**config.mk**
```make
export PLATFORM = sky130hd
export DESIGN_NAME = fast_square_sweep_ctrl
export DESIGN_NICKNAME = d
export VERILOG_FILES = /design/src/rtl/fast_square_pkg.sv /design/src/rtl/fast_square_sweep_ctrl.sv
export SDC_FILE = /design/constraint.sdc
export NUM_CORES = 1
export LEC_CHECK = 0
export CAP_MARGIN = 20
export CORE_AREA = 2 2 83 85
export DETAILED_ROUTE_END_ITERATION = 8
export DIE_AREA = 0 0 85 87
export GPL_ROUTABILITY_DRIVEN = 1
export PLACE_DENSITY = 0.76
export SYNTH_ARGS = -nofsm -noshare
export SYNTH_HDL_FRONTEND = slang
export SYNTH_SLANG_ARGS = --single-unit
```
**constraint.sdc**
```tcl
create_clock -name clock -period 2.05 [get_ports clock]
set_clock_uncertainty 0.15 [all_clocks]
set_input_delay 0.3075 -clock clock [delete_from_list [all_inputs] [get_ports clock]]
set_output_delay 0.3075 -clock clock [all_outputs]
set_load 0.1 [all_outputs]
```
**src/rtl/fast_square_pkg.sv**
```systemverilog
// rtl/fast_square_pkg.sv - shared types and constants for the fast square sweep controller
//
// Purpose: state enumeration, counter widths and FIFO word packing order
// used by fast_square_sweep_ctrl.
// Contents:
//   STROBE_CNT_W  - width of the per-state baseband strobe counter
//   STEP_IDX_W    - width of the frequency step index
//   state_e       - sweep controller states
//   pack_wr_data  - builds the FIFO word from the baseband sign-bit words
package fast_square_pkg;

  localparam int STROBE_CNT_W = 16;
  localparam int STEP_IDX_W   = 8;

  typedef enum logic [2:0] {
    ST_IDLE    = 3'd0,
    ST_RESTART = 3'd1,
    ST_SETTLE  = 3'd2,
    ST_RECORD  = 3'd3,
    ST_STEP    = 3'd4,
    ST_DONE    = 3'd5
  } state_e;

  // Q occupies the upper half of the FIFO word, I the lower half.
  function automatic logic [31:0] pack_wr_data(input logic [15:0] q_w,
                                               input logic [15:0] i_w);
    return {q_w, i_w};
  endfunction

endpackage

```
**src/rtl/fast_square_sweep_ctrl.sv**
```systemverilog
// rtl/fast_square_sweep_ctrl.sv - frequency sweep sequencer for the fast square baseband capture
//
// Purpose: for each of NUM_STEPS synthesizer steps, restart the baseband
// block, discard SETTLE_WORDS strobes, then forward RECORD_WORDS strobes
// to a downstream FIFO, counting words dropped to backpressure.
// Ports:
//   clock, reset         - rising-edge clock, synchronous active-high reset
//   start, abort         - begin a sweep from idle / terminate a sweep
//   bb_strobe            - baseband word-valid pulse
//   i_word, q_word       - baseband sign-bit words
//   fifo_full            - downstream FIFO cannot accept a word
//   bb_reset             - one-cycle restart pulse to the baseband block
//   freq_step            - one-cycle synthesizer step pulse
//   record               - high while recording
//   wr_en, wr_data       - FIFO write strobe and word {q_word, i_word}
//   step_idx             - current frequency step
//   busy, done           - sweep active / one-cycle completion pulse
//   overflow, drop_cnt   - sticky drop flag and saturating drop count
module fast_square_sweep_ctrl
  import fast_square_pkg::*;
#(
  parameter int NUM_STEPS    = 16,
  parameter int SETTLE_WORDS = 202,
  parameter int RECORD_WORDS = 64
) (
  input  logic                    clock,
  input  logic                    reset,
  input  logic                    start,
  input  logic                    abort,
  input  logic                    bb_strobe,
  input  logic [15:0]             i_word,
  input  logic [15:0]             q_word,
  input  logic                    fifo_full,
  output logic                    bb_reset,
  output logic                    freq_step,
  output logic                    record,
  output logic                    wr_en,
  output logic [31:0]             wr_data,
  output logic [STEP_IDX_W-1:0]   step_idx,
  output logic                    busy,
  output logic                    done,
  output logic                    overflow,
  output logic [STROBE_CNT_W-1:0] drop_cnt
);

  // Terminal counts are compared against the count before the strobe is
  // added, so the counter never exceeds WORDS-1 and cannot wrap.
  localparam logic [STROBE_CNT_W-1:0] SETTLE_LAST = STROBE_CNT_W'(SETTLE_WORDS - 1);
  localparam logic [STROBE_CNT_W-1:0] RECORD_LAST = STROBE_CNT_W'(RECORD_WORDS - 1);
  localparam logic [STEP_IDX_W-1:0]   LAST_STEP   = STEP_IDX_W'(NUM_STEPS - 1);

  state_e                  state_q, state_d;
  logic [STROBE_CNT_W-1:0] strobe_cnt_q, strobe_cnt_d;
  logic [STEP_IDX_W-1:0]   step_idx_q, step_idx_d;
  logic                    overflow_q, overflow_d;
  logic [STROBE_CNT_W-1:0] drop_cnt_q, drop_cnt_d;

  logic start_ok;
  logic strobe_ok;

  assign start_ok  = start & ~abort;
  // abort outranks a coincident strobe: that strobe is neither written nor counted
  assign strobe_ok = bb_strobe & ~abort;

  // State register and counters
  always_ff @(posedge clock) begin
    if (reset) begin
      state_q      <= ST_IDLE;
      strobe_cnt_q <= '0;
      step_idx_q   <= '0;
      overflow_q   <= 1'b0;
      drop_cnt_q   <= '0;
    end else begin
      state_q      <= state_d;
      strobe_cnt_q <= strobe_cnt_d;
      step_idx_q   <= step_idx_d;
      overflow_q   <= overflow_d;
      drop_cnt_q   <= drop_cnt_d;
    end
  end

  // Next-state logic
  always_comb begin
    state_d = state_q;
    unique case (state_q)
      ST_IDLE:    if (start_ok) state_d = ST_RESTART;
      ST_RESTART: state_d = ST_SETTLE;
      ST_SETTLE:  if (bb_strobe && strobe_cnt_q == SETTLE_LAST) state_d = ST_RECORD;
      ST_RECORD:  if (bb_strobe && strobe_cnt_q == RECORD_LAST)
                    state_d = (step_idx_q < LAST_STEP) ? ST_STEP : ST_DONE;
      ST_STEP:    state_d = ST_RESTART;
      ST_DONE:    state_d = ST_IDLE;
      default:    state_d = ST_IDLE;
    endcase
    if (abort && state_q != ST_IDLE) state_d = ST_IDLE;
  end

  // Counter next-state logic
  always_comb begin
    strobe_cnt_d = strobe_cnt_q;
    step_idx_d   = step_idx_q;
    overflow_d   = overflow_q;
    drop_cnt_d   = drop_cnt_q;
    unique case (state_q)
      ST_IDLE: begin
        if (start_ok) begin
          step_idx_d = '0;
          overflow_d = 1'b0;
          drop_cnt_d = '0;
        end
      end
      ST_RESTART: strobe_cnt_d = '0;
      ST_SETTLE: begin
        if (strobe_ok)
          strobe_cnt_d = (strobe_cnt_q == SETTLE_LAST) ? '0 : strobe_cnt_q + 1'b1;
      end
      ST_RECORD: begin
        if (strobe_ok) begin
          strobe_cnt_d = (strobe_cnt_q == RECORD_LAST) ? '0 : strobe_cnt_q + 1'b1;
          if (fifo_full) begin
            overflow_d = 1'b1;
            if (drop_cnt_q != '1) drop_cnt_d = drop_cnt_q + 1'b1;
          end
        end
      end
      ST_STEP: if (!abort) step_idx_d = step_idx_q + 1'b1;
      default: ;
    endcase
  end

  // Outputs decoded from state; held quiet while reset is asserted
  always_comb begin
    bb_reset  = 1'b0;
    freq_step = 1'b0;
    done      = 1'b0;
    record    = 1'b0;
    wr_en     = 1'b0;
    busy      = 1'b0;
    if (!reset) begin
      busy = (state_q != ST_IDLE);
      unique case (state_q)
        ST_RESTART: bb_reset  = ~abort;
        ST_STEP:    freq_step = ~abort;
        ST_DONE:    done      = ~abort;
        ST_RECORD: begin
          record = 1'b1;
          wr_en  = bb_strobe & ~fifo_full & ~abort;
        end
        default: ;
      endcase
    end
  end

  assign wr_data  = pack_wr_data(q_word, i_word);
  assign step_idx = step_idx_q;
  assign overflow = overflow_q;
  assign drop_cnt = drop_cnt_q;

endmodule

```
* After elaboration in Yosys (flattened, before gate mapping)
Cells that the tools add are included.
Widths: inputs -> output; s select.
** Cells by class
- Add/subtract/negate cells :: 3
- Magnitude comparators :: 1
- Equal/unequal tests :: 16
- Multiplexer cells :: 33
- Bitwise operators :: 6
- Reduce and logical (&&, ||, !) cells :: 14
** Operator list (number)
- $mux 16 :: 8
- $pmux 16 s3 :: 1
- $add 16x1->16 const B :: 2
- $pmux 16 s2 :: 1
- $eq 16x6->1 const B :: 1
- $eq 16x8->1 const B :: 1
- $mux 8 :: 2
- $ne 16x16->1 const B :: 1
- $ne 2x2->1 const B :: 8
- $pmux 8 s2 :: 1
- $mux 1 :: 15
- $pmux 3 s5 :: 1
- $mux 3 :: 3
- $reduce_and 3->1 :: 3
- $add 8x1->8 const B :: 1
- $lt 8x4->1 const B :: 1
- $eq 3x2->1 const B :: 2
- $eq 3x3->1 const B :: 2
- $reduce_bool 3->1 :: 2
- $reduce_and 5->1 :: 1
- $and 1x1->1 :: 4
- $reduce_and 4->1 :: 1
- $reduce_bool 2->1 :: 2
- $eq 3x1->1 const B :: 1
- 5 further kinds :: 8
** Storage, ports and cells
- Register bits :: 44
- Input port bits :: 38
- Output and inout bits :: 63
- Word-level logic and storage cells :: 78

* Logic depth before layout (Yosys ltp)
- Depth after elaboration :: 5
- Depth in mapped cells :: 7
- Gate-level depth less buffers :: 6

* Worst setup path after synthesis
Ideal clock, no wire load.
- Path type :: register -> output
- Start :: register state_q[2]
- End :: output port done
- Arrival :: 3.549 ns
- Data required time :: 1.592 ns
- Slack :: -1.957 ns
- Stages on the path, launching flop included :: 4
- Path buffers :: 1
- Cell sequence :: dfxtp_1 -> clkbuf_1 -> nand2_1 -> nor4_1
** Between the ends
- Word-level cells in the longest chain between the ends :: 3
** Ends and longest elaborated chain
- start: declaration :: line fast_square_sweep_ctrl.sv:52 : state_e state_q, state_d;
- start signal: assignment :: line fast_square_sweep_ctrl.sv:74 : state_q <= state_d;
- $eq 3x3->1 :: line fast_square_sweep_ctrl.sv:141 : unique case (state_q)
- $mux 1 :: line fast_square_sweep_ctrl.sv:141
- $mux 1 :: line fast_square_sweep_ctrl.sv:139 : if (!reset) begin
- end: declaration :: line fast_square_sweep_ctrl.sv:41 : output logic done,
No other way between the ends.

* Final worst setup path
- Start :: register state_q[2]
- End :: register drop_cnt_q[13], in the netlist drop_cnt[13]
** Between the ends
- Word-level cells in the longest chain between the ends :: 3
- Elaborated cells between the ends (all ways) :: 9
- Those cells by class :: 5 x eq/ne; 1 x mux; 3 x reduce/logical
** Ends and longest elaborated chain
- $eq 3x2->1 / $logic_not 3->1 (equally long branches) :: line fast_square_sweep_ctrl.sv:104 : unique case (state_q)
- $ne 2x2->1 (no line) / $reduce_bool 2->1 (equally long branches)
- $reduce_and 5->1 (no line)
- end signal: assignment :: line fast_square_sweep_ctrl.sv:78 : drop_cnt_q <= drop_cnt_d;
- end: declaration :: line fast_square_sweep_ctrl.sv:56 : logic [STROBE_CNT_W-1:0] drop_cnt_q, drop_cnt_d;
Parallel ways exist; a longest one is shown, timed or not.
A chain may end at the register's enable or synchronous reset.

==> impl_metrics.csv <==
group,metric,value,unit
die,design.core.area,6570,sq um
detailed_routing,wl,6180,um
detailed_routing,route.detailed.drc,0,
die,die_w,85,um
synth,netlist.top_cell.by_area,"dfxtp_1",
die,start_util,0.390,
synth,yosysMostFrequentCell,"dfxtp_1",
sta,fin_hold_ws,0.309,ns
clocking,clock_sink_count,44,
synth,synth_largest_type_area_fraction,0.344,
detailed_routing,route.vias.total,2373,
power,power.leakage,0.00130,uW
sta,slew_viol_final,0,
synth,post_synth_main_area_contributors,"dfxtp_1, buf_4, nand2_1, nor3_1, nor2_1",
placement,gp_congestion,0.828,
worst_hold_path,min_path_type,"primary input to flop",
global_route,antenna_violations_before_repair,0,
finish,layout-area-overhead-vs-synth,32.4,%
global_route,grt_max_degree,17,
detailed_routing,drt_pre_antenna_iters,4,
synth,ys.warnings.count,0,
job,max_capacitance_violation_count,0,
finish,num-nets-final,387,
clocking,clk_transition_reported_paths,0.08,ns
synth,synth-seq-area-share,0.344,
power,p_per_area,474,nW/um^2
die,die_y,87,um
finish,multi_input_area,1530,sq um
die,io_pins,101,
synth,synth_ff_type,"dfxtp_1",
synth,ys_async_sr_fraction,0,
finish,final_layout_size_suffix_gt1_frac,0.384,
sta,setup_viol,0,
synth,synthesis.nets,348,
status,outcome,"finished, final reports clean",
clocking,cts_inserted_buffers,5,
global_route,grt_overflow_total,0,
power,irDropWorstVdd,287,uV
placement,place_area,3140,sq um
sta,fin_crit_sh,0.991,
setup_path,reg2reg_depth,6,
synth,ys_seq_elements,44,
setup_path,category_of_the_most_critical_setup_path,"flop to flop",
finish,finalInstanceArea,3390,sq um
synth,synth_cell_types,56,
clocking,clock_latency,0.29,ns
finish,antennaDiodeCount,0,
setup_path,crit_required,2.09,ns
setup_path,setup.worst_path.end_class,"flop",
placement,numPortBuffers,36,
sta,worst_max_slew_margin_expressed_relative_to_the_limit,0.636,
global_route,grt_pass1_wl,10100,um
global_route,aggregate_global_route_resource_usage,0.164,
worst_hold_path,hold_depth,4,
placement,place_hpwl,4500,um
die,die_area,7400,sq um
detailed_routing,ant_nets,0,
detailed_routing,post_drt_wl_per_cell,14.5,um
sta,rsz0062_at_grt,"true",
finish,seqCellArea,945,sq um
detailed_routing,avgViaCountPerCell,5.57,
setup_path,worstPathMaxFanout,6,
detailed_routing,drt_first_iter_violations,53,
finish,number_of_inserted_filler_cells_in_the_final_layout,590,
clocking,htreeDepth,2,
setup_path,start_kind,"flop",
global_route,first_global_vias,2221,
sta,final.min_clock_period,2.03,ns
clocking,clock-root-buffer,"clkbuf_8",
synth,count_of_mapped_cells_out_of_synthesis,306,
synth,post_synth_edffs,0,
sta,worst-slew-pin-transition,0.541,ns
sta,setup-tns-final,0,ns
setup_path,worst_ep_arrival_time,2.07,ns
synth,synth.top_cells.by_count,"dfxtp_1, buf_4, nand2_1, nor2_1, nor3_1",
clocking,cts-root-to-sink-buffers,2,
synth,mapped_cell_area,2560,sq um
sta,maximum_clock_frequency,492,MHz
synth,synth_area_per_cell,8.37,sq um
die,rows,30,
clocking,cts_tree,"yes",
sta,hold_viol,0,
## registers in the layout (all words and copies together) (netlist names)
name	cells
drop_cnt	16
step_idx	8
state_q	3
strobe_cnt_q	16
overflow	1
## final timing paths
check | from | to | slack (ns)
max | state_q[2]$_SDFFE_PP0P_ | drop_cnt[13]$_SDFFE_PP0P_ | 0.02
min | fifo_full | overflow$_SDFFE_PP0P_ | 0.31
max reg2reg | state_q[2]$_SDFFE_PP0P_ | drop_cnt[13]$_SDFFE_PP0P_ | 0.02
min reg2reg | drop_cnt[11]$_SDFFE_PP0P_ | drop_cnt[11]$_SDFFE_PP0P_ | 0.31
## placed cells by master, fill, tap and decap left out, types with 2 or more instances in the layout
cell             instances
a2111oi_0                2
a21oi_1                 10
a22o_1                   3
a31oi_1                 11
and2_1                   2
and3_1                   5
and4_1                   3
buf_12                   7
buf_4                   59
buf_6                    3
clkbuf_8                 5
clkdlybuf4s50_1          2
clkinv_1                 2
dfxtp_1                 19
dfxtp_2                 12
dfxtp_4                 13
dlygate4sd2_1            2
ha_1                     3
inv_1                    6
nand2_1                 27
nand2b_1                 4
nand3_1                 12
nand4_1                  9
nor2_1                  20
nor2_2                   2
nor2_4                   2
nor3_1                  18
nor3_4                   2
nor4_1                   9
nor4_4                   3
nor4b_1                  2
o21a_1                   2
o21ai_0                  5
xnor2_1                 10
xor2_1                  10
## metrics by stage
stage          setup slack (ns)  std cells  utilization  power [uW]
2_1_floorplan            -0.112        306            -        1260
3_3_place_gp             -0.439        415        0.478        1030
3_5_place_dp             -0.462        415        0.478        1030
4_1_cts                 0.00432        423        0.496        1620
5_1_grt                 -0.0367        426        0.516        1680
6_report                 0.0180        426        0.516        1610
## worst max-delay path, cell delays in order (launching register included)
cell and delay (ns):
dfxtp_2 0.34, nand3b_4 0.15, or4b_4 0.53, a31o_4 0.25, and2_4 0.16, buf_4 0.13
a22o_1 0.21
## layout make-up
| type | count | area share |
|---|---|---|
| clock inverter | 2 | 0.00222 |
| timing repair buffer | 76 | 0.203 |
| tap | 80 | 0.0295 |
| inverter | 7 | 0.00775 |
| multi-input combinational | 211 | 0.451 |
| clock buffer | 6 | 0.0277 |
| sequential | 44 | 0.279 |
## report_power, final
part           internal [uW]  leakage (uW)  switching, uW
sequential               845      0.000371           6.50
combinational           67.2      0.000881           97.3
clock                    306     0.0000514            285
total                   1220       0.00130            389
## layer usage
metal | part of all wire | wire (um) | GRT usage | vias to the layer above
met5 | 0 | 0 | 0 | -
met4 | 0.0074 | 46 | 0.0375 | 0
met3 | 0.054 | 336 | 0.0455 | 5
met2 | 0.51 | 3130 | 0.276 | 58
met1 | 0.43 | 2660 | 0.210 | 1146
li1 | - | - | - | 1164
## kinds of logic after synthesis
logic type,synth area share
compound gates,0.136
simple gates,0.293
xor+xnor,0.0684
mux,0.00831
flops,0.344
buf+inv,0.130
fa+ha+maj,0.0196
## timing repair
action | CTS | global route
cloned | 0 | 1
setup buffers | 0 | 2
gates resized for setup | 6 | 24
setup endpoints to repair | 7 | 13
pin swaps | 1 | 11
hold buffers | 0 | 0
Note: power is estimated with default switching activity, not from simulation.
